--- src/rtl/coeff_ahb_loader_if.sv ---
// Stream + AHB-Lite bundle for the coefficient loader.
// master: loader side; slave: host source and bank port side.
interface coeff_ahb_loader_if;
    logic [15:0] s_data;
    logic        s_valid;
    logic        s_ready;
    logic [31:0] haddr;
    logic [1:0]  htrans;
    logic        hwrite;
    logic [2:0]  hsize;
    logic [31:0] hwdata;
    logic        hready;
    logic        hresp;

    modport master (
        input  s_data, s_valid, hready, hresp,
        output s_ready, haddr, htrans, hwrite, hsize, hwdata
    );

    modport slave (
        output s_data, s_valid, hready, hresp,
        input  s_ready, haddr, htrans, hwrite, hsize, hwdata
    );
endinterface

--- src/rtl/coeff_ahb_loader.sv ---
// AHB-Lite write initiator: uploads NUM_COEFF signed 16-bit coefficients,
// one single NONSEQ word write each, into the coefficient bank.
// Ports: clk, rst (async active-low), start, bus (stream s_* and AHB h*),
// busy, done (1-cycle pulse), err (sticky), checksum.
// Optional: COEFF_LOAD_CHECKSUM_EN enables the mod-2^16 coefficient sum;
// otherwise checksum is tied to zero.
module coeff_ahb_loader #(
    parameter int          NUM_COEFF   = 25,
    parameter logic [31:0] BASE_ADDR   = 32'h0000_0000,
    parameter int          ADDR_STRIDE = 1
) (
    input  logic                clk,
    input  logic                rst,
    input  logic                start,
    coeff_ahb_loader_if.master  bus,
    output logic                busy,
    output logic                done,
    output logic                err,
    output logic [15:0]         checksum
);

    localparam int IDX_W = (NUM_COEFF > 1) ? $clog2(NUM_COEFF) : 1;
    localparam logic [IDX_W-1:0] LAST = IDX_W'(NUM_COEFF - 1);
    localparam logic [31:0] STRIDE = 32'(ADDR_STRIDE);

    typedef enum logic [2:0] {
        IDLE, FETCH, ADDR, DATA, DONE, ERROR
    } state_t;

    state_t           state_q, state_d;
    logic [IDX_W-1:0] idx_q, idx_d;
    logic [31:0]      hwdata_q, hwdata_d;
    logic [31:0]      haddr_q, haddr_d;
    logic [1:0]       htrans_q, htrans_d;
    logic             hwrite_q, hwrite_d;
    logic             s_ready_q, s_ready_d;
    logic             busy_q, busy_d;
    logic             done_q, done_d;
    logic             err_q, err_d;

    // Next state and data path; outputs are decoded from the next state
    // so every bus output comes straight from a flop.
    always_comb begin
        state_d  = state_q;
        idx_d    = idx_q;
        hwdata_d = hwdata_q;
        err_d    = err_q;
        unique case (state_q)
            IDLE: begin
                if (start) begin
                    idx_d   = '0;
                    err_d   = 1'b0;
                    state_d = FETCH;
                end
            end
            FETCH: begin
                if (bus.s_valid) begin
                    hwdata_d = {{16{bus.s_data[15]}}, bus.s_data};
                    state_d  = ADDR;
                end
            end
            ADDR: begin
                if (bus.hready) state_d = DATA;
            end
            DATA: begin
                if (bus.hready) begin
                    if (bus.hresp) begin
                        err_d   = 1'b1;
                        state_d = ERROR;
                    end else if (idx_q == LAST) begin
                        state_d = DONE;
                    end else begin
                        idx_d   = idx_q + IDX_W'(1);
                        state_d = FETCH;
                    end
                end
            end
            DONE:    state_d = IDLE;
            ERROR:   state_d = IDLE;
            default: state_d = IDLE;
        endcase

        s_ready_d = (state_d == FETCH);
        htrans_d  = (state_d == ADDR) ? 2'b10 : 2'b00;
        hwrite_d  = (state_d == ADDR);
        haddr_d   = (state_d == ADDR)
                  ? BASE_ADDR + 32'(idx_d) * STRIDE
                  : 32'h0;
        busy_d    = (state_d == FETCH) || (state_d == ADDR)
                  || (state_d == DATA);
        done_d    = (state_d == DONE);
    end

    always_ff @(posedge clk or negedge rst) begin
        if (!rst) begin
            state_q   <= IDLE;
            idx_q     <= '0;
            hwdata_q  <= '0;
            haddr_q   <= '0;
            htrans_q  <= 2'b00;
            hwrite_q  <= 1'b0;
            s_ready_q <= 1'b0;
            busy_q    <= 1'b0;
            done_q    <= 1'b0;
            err_q     <= 1'b0;
        end else begin
            state_q   <= state_d;
            idx_q     <= idx_d;
            hwdata_q  <= hwdata_d;
            haddr_q   <= haddr_d;
            htrans_q  <= htrans_d;
            hwrite_q  <= hwrite_d;
            s_ready_q <= s_ready_d;
            busy_q    <= busy_d;
            done_q    <= done_d;
            err_q     <= err_d;
        end
    end

    assign bus.s_ready = s_ready_q;
    assign bus.haddr   = haddr_q;
    assign bus.htrans  = htrans_q;
    assign bus.hwrite  = hwrite_q;
    assign bus.hsize   = 3'b010;
    assign bus.hwdata  = hwdata_q;
    assign busy        = busy_q;
    assign done        = done_q;
    assign err         = err_q;

`ifdef COEFF_LOAD_CHECKSUM_EN
    logic [15:0] sum_q, sum_d;

    always_comb begin
        sum_d = sum_q;
        if (state_q == IDLE && start) begin
            sum_d = '0;
        end else if (state_q == FETCH && bus.s_valid) begin
            sum_d = sum_q + bus.s_data;
        end
    end

    always_ff @(posedge clk or negedge rst) begin
        if (!rst) sum_q <= '0;
        else      sum_q <= sum_d;
    end

    assign checksum = sum_q;
`else
    assign checksum = 16'h0000;
`endif

endmodule
--- src/flat_wrapper.sv ---
// flat-port wrapper written by rule: the top's interface ports become plain ports
module coeff_ahb_loader_flat 
#(
    parameter int          NUM_COEFF   = 25,
    parameter logic [31:0] BASE_ADDR   = 32'h0000_0000,
    parameter int          ADDR_STRIDE = 1
)
  (clk, rst, start, busy, done, err, checksum, bus_s_data, bus_s_valid, bus_hready, bus_hresp, bus_s_ready, bus_haddr, bus_htrans, bus_hwrite, bus_hsize, bus_hwdata);
  coeff_ahb_loader_if bus_i ();
  input  logic clk;
  input  logic rst;
  input  logic start;
  output logic busy;
  output logic done;
  output logic err;
  output logic [15:0] checksum;
  input wire logic [$bits(bus_i.s_data)-1:0] bus_s_data;
  input wire logic [$bits(bus_i.s_valid)-1:0] bus_s_valid;
  input wire logic [$bits(bus_i.hready)-1:0] bus_hready;
  input wire logic [$bits(bus_i.hresp)-1:0] bus_hresp;
  output wire logic [$bits(bus_i.s_ready)-1:0] bus_s_ready;
  output wire logic [$bits(bus_i.haddr)-1:0] bus_haddr;
  output wire logic [$bits(bus_i.htrans)-1:0] bus_htrans;
  output wire logic [$bits(bus_i.hwrite)-1:0] bus_hwrite;
  output wire logic [$bits(bus_i.hsize)-1:0] bus_hsize;
  output wire logic [$bits(bus_i.hwdata)-1:0] bus_hwdata;
  assign bus_i.s_data = bus_s_data;
  assign bus_i.s_valid = bus_s_valid;
  assign bus_i.hready = bus_hready;
  assign bus_i.hresp = bus_hresp;
  assign bus_s_ready = bus_i.s_ready;
  assign bus_haddr = bus_i.haddr;
  assign bus_htrans = bus_i.htrans;
  assign bus_hwrite = bus_i.hwrite;
  assign bus_hsize = bus_i.hsize;
  assign bus_hwdata = bus_i.hwdata;
  coeff_ahb_loader #(.NUM_COEFF(NUM_COEFF), .BASE_ADDR(BASE_ADDR), .ADDR_STRIDE(ADDR_STRIDE)) u_core (.clk(clk), .rst(rst), .start(start), .bus(bus_i), .busy(busy), .done(done), .err(err), .checksum(checksum));
endmodule
--- config.mk ---
export PLATFORM = sky130hd
export DESIGN_NAME = coeff_ahb_loader_flat
export DESIGN_NICKNAME = d
export VERILOG_FILES = /design/src/rtl/coeff_ahb_loader_if.sv /design/src/rtl/coeff_ahb_loader.sv /design/src/flat_wrapper.sv
export SDC_FILE = /design/constraint.sdc
export NUM_CORES = 1
export LEC_CHECK = 0
export CORE_MARGIN = 3
export CORE_UTILIZATION = 35
export DETAILED_ROUTE_END_ITERATION = 8
export PLACE_DENSITY = 0.77
export SYNTH_ARGS = -nofsm -noshare
export SYNTH_HDL_FRONTEND = slang
export SYNTH_SLANG_ARGS = --single-unit
--- constraint.sdc ---
create_clock -name clk -period 1.41 [get_ports clk]
set_clock_uncertainty 0.05 [all_clocks]
set_input_delay 0.141 -clock clk [delete_from_list [all_inputs] [get_ports clk]]
set_output_delay 0.141 -clock clk [all_outputs]
set_load 0.03 [all_outputs]
==> flow_summary.ini <==
[run_status]
status = finished, violations left
violations = setup timing

[worst_setup_path]
critPathSlowestCell = dfrtp_1
criticalPathCategory = register to register
crit_family = compound AO/OA/AOI/OAI gates
start_kind = register
crit_fanout = 5
max_stage_delay_ps = 390
end_kind = register
path_cells = inv_1 > ha_2 > and4b_2 > a21o_1 > o21a_1 > inv_2 > o22a_1
crit_cells = 7
reg2regPathDepth = 7
worstPathRequired_ps = 1530
worstPathArrival_ps = 1710
cp_num_buf_inv = 2

[layout]
seq_area_um2 = 853
fillers = 486
post-route-util_pct = 51.9
stdcell_area_um2 = 2750
multi_input_area_um2 = 867
layout-drive-gt1-share_pct = 35.2
nets = 279
fin_cells = 326
area_growth_pct = 39.0
antennaDiodeCount = 0

[floorplan]
rows = 26
initial_core_util_pct = 37.4
io_pins = 112
die_w_um = 81.2
coreArea_um2 = 5300
die_h_um = 81.2
die_area_um2 = 6600

[placed_design]
portBuffers = 64
dpl.cell_count = 313
dp_slack_ps = -309
placedInstanceArea_um2 = 2540
dpl.hpwl_mm = 3.10
gp_congestion = 0.771

[synth]
netlist_area_um2 = 1980
synth_area_per_cell_um2 = 11.1
synthTopCellsByArea = dfrtp_1, buf_4, mux2_2, nor2b_1, ha_1
ys_seq_area_share_pct = 43.0
synthDistinctLibCells = 34
ys_top_cells_by_count = buf_4, dfrtp_1, mux2_2
netlist_instances = 179
synth_enable_flop_cells = 0
yosysTopAreaCell = dfrtp_1
ys_ff_latch = 34
synth_ff_type = dfrtp_1
synth_most_common_cell = buf_4
async_flop_share_pct = 100
yosys_warnings = 0
synth_top_area_share_pct = 43.0

[grt]
grt_max_degree = 20
met3_usage_pct = 5.54
grt_overflow = 0
grt_antenna_before_repair = 0
grt_first_pass_wirelength_mm = 6.04
gr-max-usage-layer = met2
grtUsageTotal_pct = 12.2
grtUsageMet1_pct = 14.1
grt_pass1_vias = 1242
gr-usage-met2_pct = 20.2

[drt]
vias = 1372
drt_wl_total_mm = 4.21
dr.pass1.iters = 4
post-route-drc-count = 0
drtIter0Drc = 31
via_per_inst = 4.21
postRouteAntennaNets = 0
wl_per_cell_um = 12.9

[sta]
slew_viol_final = 0
grt_setup_unrepaired = yes
period_minus_slack_ps = 1590
setup_viol = 32
timing.fmax_mhz = 629
fin_ws_ps = -180
finalHoldViolCount = 0
fin_crit_sh_pct = 113

[job]
maxCapViolCount = 0

[pwr]
p_leak_nw = 1.41
power_mw = 6.13
power_density_nw_per_um2 = 2230
ir_worst_vdd_mv = 1.15

[hold_path]
hp-class = primary input to async pin

[clock_network]
cts_tree = built
clk_pin_slew_ps = 70
cts_buffers = 5
h-tree-depth = 2
cts-root-buf = clkbuf_8
clk_latency_ps = 280
cts.sinks = 34
cts_buffer_depth = 2
-- metrics by stage --
| stage | setup TNS, ps | hold slack [ps] |
|---|---|---|
| final | -3020 | 276 |
| after global routing | -4940 | 302 |
| after CTS | -3260 | 288 |
| after detailed placement | -8000 | 52.7 |
| after global placement | -7260 | 46.0 |
| after floorplan | -1950 | -205 |
-- cell usage in the layout (no fill, tap or decap), types with 2 or more instances in the layout --
master,n
a21o_1,3
a21oi_2,3
buf_12,2
buf_4,36
buf_6,5
clkbuf_8,6
clkdlybuf4s50_1,20
conb_1,47
dfrtp_1,32
dfrtp_2,2
dlygate4sd2_1,26
inv_1,2
inv_2,2
mux2_4,16
nand2_1,4
nand2b_1,2
nand3_1,2
nand3b_1,2
nor2_1,5
nor2b_1,5
nor3_1,4
o211ai_1,2
o21ai_2,2
o41ai_2,2
-- final cells by class --
class,instances,share of cell area (%)
clock buffer,6,3.00
clock inverter,2,0.455
inverter,4,0.545
multi-input combinational,118,31.5
sequential,34,31.0
tap,70,3.18
timing repair buffer,92,30.3
-- final timing paths --
path	startpoint	endpoint	slack, ps
setup / recovery	u_core.idx_q[1]$_DFF_PN0_	u_core.busy$_DFF_PN0_	-180
hold / removal	rst	u_core.bus.haddr[1]$_DFF_PN0_	280
setup reg to reg	u_core.idx_q[1]$_DFF_PN0_	u_core.busy$_DFF_PN0_	-180
hold reg to reg	u_core.err$_DFFE_PN0P_	u_core.err$_DFFE_PN0P_	450
max in group asynchronous	rst	u_core.bus.hwdata[15]$_DFFE_PN0P_	590
min in group clk	bus_s_data[13]	u_core.bus.hwdata[13]$_DFFE_PN0P_	420
-- routing by layer --
metal | wire (µm) | share of wire (%)
met5 | 0 | 0
met4 | 44 | 1.0
met1 | 1670 | 40
met2 | 2030 | 48
met3 | 454 | 11
-- state kept, by name, indices dropped and copies added, names as in the netlist --
signal and flops:
u_core.err 1, u_core.bus.haddr 5, u_core.state_q 3, u_core.busy 1
u_core.bus.htrans 1, u_core.done 1, u_core.bus.hwdata 16, u_core.bus.s_ready 1
u_core.idx_q 5
-- kinds of logic (layout without fill, tap and decap cells) --
group	count (synthesis)	in the layout	synth area share, %
compound gates	18	18	7.52
simple gates	34	34	11.4
xor+xnor	1	1	0.442
flops	34	34	43.0
buf+inv	72	104	26.9
mux	16	16	9.10
other cells	2	47	0.379
fa+ha+maj	2	2	1.26
-- where the power goes --
| group | switching, mW | total (mW) | internal [mW] |
|---|---|---|---|
| Clock | 0.358 | 0.750 | 0.392 |
| Combinational | 2.18 | 3.80 | 1.62 |
| Sequential | 0.251 | 1.59 | 1.33 |
-- repair_timing --
| action | CTS | global route |
|---|---|---|
| endpoints found under the setup margin | 70 | 32 |
| hold endpoints to repair | 15 | 0 |
| gates resized for setup | 44 | 8 |
| hold buffers | 1 | 0 |
| pin swaps | 2 | 2 |
| cloned | 0 | 1 |
| setup buffers | 1 | 2 |
Note: power is estimated with default switching activity, not from simulation.
